$ cat src/rtl/alu_instr_sequencer.sv
// Hardwired control sequencer for register-register ALU instructions.
// Fetch runs T0-T2 (T1 stretched by MEM_WAIT); execute runs T3-T6 and decodes ir.
module alu_instr_sequencer #(
   parameter int unsigned MEM_WAIT = 0
) (
   input  logic        clock,
   input  logic        clear,
   input  logic        run,
   input  logic [31:0] ir,
   output logic [15:0] Rin,
   output logic [15:0] Rout,
   output logic        PCin,
   output logic        PCout,
   output logic        MARin,
   output logic        MDRin,
   output logic        MDRout,
   output logic        IRin,
   output logic        Yin,
   output logic        IncPC,
   output logic        Read,
   output logic        Zlowin,
   output logic        Zhighin,
   output logic        Zlowout,
   output logic        Zhighout,
   output logic        HIin,
   output logic        LOin,
   output logic [3:0]  ALUop,
   output logic        busy,
   output logic        done,
   output logic        illegal
);

   localparam logic [3:0] StIdle    = 4'd0;
   localparam logic [3:0] StT0      = 4'd1;
   localparam logic [3:0] StT1      = 4'd2;
   localparam logic [3:0] StT2      = 4'd3;
   localparam logic [3:0] StT3      = 4'd4;
   localparam logic [3:0] StT4      = 4'd5;
   localparam logic [3:0] StT5      = 4'd6;
   localparam logic [3:0] StT6      = 4'd7;
   localparam logic [3:0] StIllegal = 4'd8;

   localparam logic [3:0] WaitInit = 4'(MEM_WAIT);

   logic [3:0] state_q, state_d;
   logic [3:0] wait_q, wait_d;

   logic [4:0]  opcode;
   logic [3:0]  ra, rb, rc;
   logic [15:0] ra_oh, rb_oh, rc_oh;
   logic        is_3op, is_mul, is_div, is_md, is_legal;
   logic        unused_ir;

   assign opcode    = ir[31:27];
   assign ra        = ir[26:23];
   assign rb        = ir[22:19];
   assign rc        = ir[18:15];
   assign unused_ir = ^ir[14:0];

   assign ra_oh = 16'h0001 << ra;
   assign rb_oh = 16'h0001 << rb;
   assign rc_oh = 16'h0001 << rc;

   assign is_3op   = (opcode <= 5'd10);
   assign is_mul   = (opcode == 5'd11);
   assign is_div   = (opcode == 5'd12);
   assign is_md    = is_mul | is_div;
   assign is_legal = is_3op | is_md;

   always_comb begin
      state_d = state_q;
      wait_d  = wait_q;
      case (state_q)
         StIdle: if (run) state_d = StT0;
         StT0: begin
            state_d = StT1;
            wait_d  = WaitInit;
         end
         StT1: begin
            if (wait_q == 4'd0) state_d = StT2;
            else                wait_d  = wait_q - 4'd1;
         end
         StT2: state_d = StT3;
         StT3: state_d = is_legal ? StT4 : StIllegal;
         StT4: state_d = StT5;
         StT5: begin
            if (is_md)    state_d = StT6;
            else if (run) state_d = StT0;
            else          state_d = StIdle;
         end
         StT6:      state_d = run ? StT0 : StIdle;
         StIllegal: state_d = StIllegal;
         default:   state_d = StIdle;
      endcase
   end

   always_ff @(posedge clock or posedge clear) begin
      if (clear) begin
         state_q <= StIdle;
         wait_q  <= 4'd0;
      end else begin
         state_q <= state_d;
         wait_q  <= wait_d;
      end
   end

   always_comb begin
      Rin      = 16'h0000;
      Rout     = 16'h0000;
      PCin     = 1'b0;
      PCout    = 1'b0;
      MARin    = 1'b0;
      MDRin    = 1'b0;
      MDRout   = 1'b0;
      IRin     = 1'b0;
      Yin      = 1'b0;
      IncPC    = 1'b0;
      Read     = 1'b0;
      Zlowin   = 1'b0;
      Zhighin  = 1'b0;
      Zlowout  = 1'b0;
      Zhighout = 1'b0;
      HIin     = 1'b0;
      LOin     = 1'b0;
      ALUop    = 4'd0;
      busy     = 1'b0;
      done     = 1'b0;
      illegal  = 1'b0;
      case (state_q)
         StT0: begin
            busy   = 1'b1;
            PCout  = 1'b1;
            MARin  = 1'b1;
            IncPC  = 1'b1;
            Zlowin = 1'b1;
         end
         StT1: begin
            busy  = 1'b1;
            Read  = 1'b1;
            MDRin = 1'b1;
            // Counter still holds its load value only on the first T1 cycle.
            if (wait_q == WaitInit) begin
               PCin    = 1'b1;
               Zlowout = 1'b1;
            end
         end
         StT2: begin
            busy   = 1'b1;
            MDRout = 1'b1;
            IRin   = 1'b1;
         end
         StT3: begin
            busy = 1'b1;
            if (is_3op) begin
               Rout = rb_oh;
               Yin  = 1'b1;
            end else if (is_md) begin
               Rout = ra_oh;
               Yin  = 1'b1;
            end
         end
         StT4: begin
            busy = 1'b1;
            if (is_3op) begin
               Rout   = rc_oh;
               ALUop  = opcode[3:0];
               Zlowin = 1'b1;
            end else if (is_md) begin
               Rout    = rb_oh;
               ALUop   = is_mul ? 4'd11 : 4'd12;
               Zlowin  = 1'b1;
               Zhighin = 1'b1;
            end
         end
         StT5: begin
            busy    = 1'b1;
            Zlowout = 1'b1;
            if (is_md) begin
               LOin = 1'b1;
            end else begin
               Rin  = is_3op ? ra_oh : 16'h0000;
               done = 1'b1;
            end
         end
         StT6: begin
            busy     = 1'b1;
            Zhighout = 1'b1;
            HIin     = 1'b1;
            done     = 1'b1;
         end
         StIllegal: illegal = 1'b1;
         default: ;
      endcase
   end

endmodule

$ cat config.mk
export PLATFORM = sky130hd
export DESIGN_NAME = alu_instr_sequencer
export DESIGN_NICKNAME = d
export VERILOG_FILES = /design/src/rtl/alu_instr_sequencer.sv
export SDC_FILE = /design/constraint.sdc
export NUM_CORES = 1
export LEC_CHECK = 0
export ABC_AREA = 1
export BUFFER_PORTS_ARGS = -buffer_cell sky130_fd_sc_hd__buf_2
export CORE_MARGIN = 5
export CORE_UTILIZATION = 43
export DETAILED_ROUTE_END_ITERATION = 12
export GPL_TIMING_DRIVEN = 1
export PLACE_DENSITY = 0.74
export SLEW_MARGIN = 20
export SYNTH_ARGS = -nofsm -noshare
export SYNTH_HDL_FRONTEND = slang
export SYNTH_SLANG_ARGS = --single-unit
$ cat constraint.sdc
create_clock -name clock -period 1.5 [get_ports clock]
set_input_delay 0.3 -clock clock [delete_from_list [all_inputs] [get_ports clock]]
set_output_delay 0.3 -clock clock [all_outputs]
set_load 0.05 [all_outputs]
Yosys cells after proc, flatten, opt, wreduce, memory -nomap -nowiden --
Cells that the tools add are included.
Operators by class: add/subtract/negate cells 1, magnitude comparators 1, equal/unequal tests 13, shift operators 3, mux-type cells 38, bitwise logic cells 2, reductions and logical operators 6
Operators with widths (count):
- $mux 16 | 7
- $shl 1x4->16 const A | 3
- $pmux 4 s9 | 1
- $pmux 16 s2 | 1
- $mux 4 | 7
- $eq 4x3->1 const B | 4
- $mux 1 | 16
- $eq 5x4->1 const B | 2
- $eq 4x2->1 const B | 2
- $logic_not 4->1 | 2
- $pmux 4 s2 | 1
- $reduce_or 7->1 | 1
- $mux 3 | 2
- $ne 2x2->1 const B | 3
- $pmux 1 s2 | 3
- $le 5x4->1 const B | 1
- $eq 4x1->1 const B | 1
- $eq 4x4->1 const B | 1
- $reduce_and 2->1 | 2
- $sub 4x1->4 const B | 1
- $or 1x1->1 | 2
- $reduce_bool 2->1 | 1
Storage, ports and cells: flip-flop bits (word level) 8, input port bits 35, word-level logic and storage cells 66

Longest topological paths before layout --
depth after elaboration 5, depth in mapped cells 10

Worst setup path before layout --
OpenSTA, ideal clock, no wires.
path type input to output, start in ir[30], end out Rin[0], data arrival time 2.296 ns, slack -1.096 ns, cell stages on the path 7, cells stage by stage nand2_1 nand2_1 inv_2 nand2_4 buf_6 buf_6 nor4_1
On the way: word-level cells in the longest chain between the ends 4, elaborated cells between the ends (all ways) 7, those cells by class order compare: 1; eq/ne: 2; mux: 3; bitwise: 1
RTL lines:
- from (decl) | line 9 | input logic [31:0] ir,
- $le 5x4->1, or another cell as far along | line 64 | assign is_3op = (opcode <= 5'd10);
- $mux 16 or $or 1x1->1 (tied branches) | line 181, 67
- $mux 16 (*) | line 178 | if (is_md) begin
- $mux 16 (*) | line 129 | case (state_q)
- to (decl) | line 10 | output logic [15:0] Rin,
Mark *: on every way between the ends. The rest lies on a longest branch, timed or not.

Final worst setup path --
start reg state_q[1], end out Rout[1]
On the way: word-level cells in the longest chain between the ends 2, elaborated cells between the ends (all ways) 3, those cells by class eq/ne: 2; mux: 1
RTL lines:
- from (decl) | line 45 | logic [3:0] state_q, state_d;
- from (signal assigned) | line 99 | state_q <= StIdle;
- from (signal assigned) | line 102 | state_q <= state_d;
- $eq 4x3->1 | line 129
- $pmux 16 s2 (*) | line 129
- to (decl) | line 11 | output logic [15:0] Rout,
Marks and branches as above.

==> flow_metrics.tcl <==
set metrics [dict create \
    wl_per_cell_um 20.01 \
    antenna_found_initial 0 \
    max_slew_margin_pct 72.13 \
    post-route-drc-count 0 \
    tns_ns -26.11 \
    ff2ff_path_depth 14 \
    cts_sinks 8 \
    async_flop_share_pct 100.0 \
    yosys_most_used_dff "dfrtp_1" \
    die_x_um 76.75 \
    multiInputGateArea_um2 1939 \
    grt_usage_pct 27.68 \
    rr_endpoint "state_q[0]" \
    hold_violations 0 \
    insertion_delay_ns 0.26 \
    synth_seq_area_share_pct 10.45 \
    final_area_um2 3994 \
    yosysWarnings 0 \
    n_antenna_cell 0 \
    syn_nets 402 \
    grt_pass1_wl_um 13830 \
    vias 3219 \
    rsz0062_at_grt "true" \
    synth_cells 366 \
    initial_core_util_pct 44.30 \
    io_buffers 73 \
    wl_met2_um 5214 \
    crit_start "state_q[1]" \
    seq_area_um2 201.4 \
    placed_area_um2 3055 \
    fin_crit_sh_pct 145.3 \
    cts_tree "built" \
    drive_gt1_share_pct 53.66 \
    dp.cells 522 \
    preCtsSetupSlack_ns -0.3413 \
    cts_htree_levels 1 \
    critical_path.reg2reg.startpoint "state_q[1]" \
    detail-route-antenna-nets 0 \
    first_iter_violations 437 \
    placement_rows 24 \
    finalCriticalPeriod_ns 2.179 \
    r2r_slack_ns -0.30 \
    first_pass_iters 6 \
    mostFrequentLayoutCell "nand2_1" \
    finalNonFillerCells 544 \
    area_delta_synth_final_pct 108.5 \
    ctsLongestPathBuffers 2 \
    clock-root-buffer "clkbuf_8" \
    die_area_um2 5890 \
    arrival_ns 1.88 \
    vias_per_cell 5.917 \
    mappedNetlistArea_um2 1916 \
    ys_ff_latch 8 \
    ir_drop_mv 1.128 \
    finalWorstSetupSlack_ns -0.6789 \
    fillers 161 \
    wl_um 10890 \
    yosysUniqueCellTypes 27 \
    die_h_um 76.75 \
    wl_met3_um 1082 \
    violations "negative setup slack" \
    synth_edf_count 0 \
    start_kind "register" \
    end_kind "output port" \
    final_cell_mix "103 x nand2_1, 49 x nor2_1, 42 x buf_4" \
    ioPinCount 89 \
    fp.coreArea_um2 4324 \
    highest_layer "met4" \
    grt_pass1_vias 2945 \
    avgSynthCellArea_um2 5.234 \
    max_freq_mhz 458.9 \
    cts-buffers-inserted 3 \
    slew_violations 0 \
    wl_met1_um 3846 \
    p_per_area_nw_per_um2 1107 \
    grt_max_degree 18 \
    crit_path_end "Rout[1]" \
    leakage_uw 0.002075 \
    maxCapViolations 0 \
    worstMarginPinSlew_ns 0.4176 \
    cp_max_fo 8 \
    grt-ovfl-total 0 \
    cts_hold_buf 0 \
    hold_class "input port to async pin" \
    dpl.hpwl_um 5248 \
    path_clk_slew_ns 0.07 \
    cp.required_ns 1.20 \
    gp_congestion 0.9478 \
    skew_ns 0.02214 \
    crit_type "register to output port" \
    nets 530 \
    status "complete, but fails checks" \
    finalSetupViolCount 61 \
]
-- layout make-up --
type / count / area share, %
clock buffers: 3 / 1.034
inverters: 55 / 5.984
multi-input cells: 287 / 48.56
flip-flops and latches: 8 / 5.044
well taps: 52 / 1.629
repair buffers: 138 / 37.59
repair inverters: 1 / 0.1566
-- cells by family after synthesis --
logic type / after synthesis / synth area share [%]
XOR/XNOR: 2 / 0.9146
adder cells (fa/ha/maj): 1 / 0.6531
AO/OA/AOI/OAI: 9 / 2.351
buffers and inverters: 71 / 18.29
AND/OR/NAND/NOR: 275 / 67.34
flip-flops: 8 / 10.45
-- through the flow --
step                util [%]  hold WS [ns]  power, µW
detailed placement     70.66        0.2673       2790
CTS                    86.40       0.02144       3749
global route           92.36       0.05007       4565
finish                 92.36       0.02910       4419
global placement       70.66        0.2649       2744
floorplan                  -        0.1157       2140
-- flip-flops by register name (all words and copies together) (netlist names) --
| name | cells |
|---|---|
| state_q | 4 |
| wait_q | 4 |
-- Yosys cell counts (3+ instances only) --
cell	n	share of area [%]
nor4_1	5	1.6
nand2_1	139	27
nor2_4	3	1.8
nand3_1	44	11
nand2_4	4	2.4
nor3_1	4	1.0
nor2_2	3	0.98
buf_4	7	2.7
inv_1	45	8.8
inv_2	6	1.2
buf_6	7	4.1
a21oi_1	3	0.78
dfrtp_1	8	10
nor2_1	57	11
o21ai_0	6	1.6
nor3b_2	9	5.9
-- metal layers --
layer | GRT usage (%) | vias up
met5 | 0 | -
met4 | 10.66 | 0
met3 | 3.981 | 76
met2 | 49.92 | 297
met1 | 32.51 | 1473
li1 | - | 1373
-- report_power, final --
part	internal (µW)	total [µW]	switching, µW
logic	1520	3750	2230
registers	289	362	72.6
clock network	177	305	128
total	1990	4420	2430
-- how the worst min path moves through the flow --
stage / start / end / slack, ns / depth (start not counted)
floorplan: clear / state_q[0] / 0.12 / 1
finish: clear / wait_q[1] / 0.03 / 2
global route: clear / wait_q[1] / 0.05 / 2
detailed placement: clear / wait_q[0] / 0.27 / 2
CTS: clear / wait_q[1] / 0.02 / 2
global placement: clear / wait_q[1] / 0.26 / 2
-- repair_timing --
action                     in CTS  in global routing
pin swaps                      31                 32
setup buffers                   8                 10
setup endpoints to repair      58                 60
gates resized for setup       173                 38
cloned                          1                  1
-- worst max-delay path, cell delays in order, from the launching register on --
cell	delay, ns
dfrtp_2	0.44
buf_6	0.13
nor2_4	0.11
nand2_4	0.12
nor2_4	0.26
nand2_1	0.13
nand2_1	0.13
inv_2	0.08
nand2_4	0.08
buf_8	0.14
Note: power is estimated with default switching activity, not from simulation.
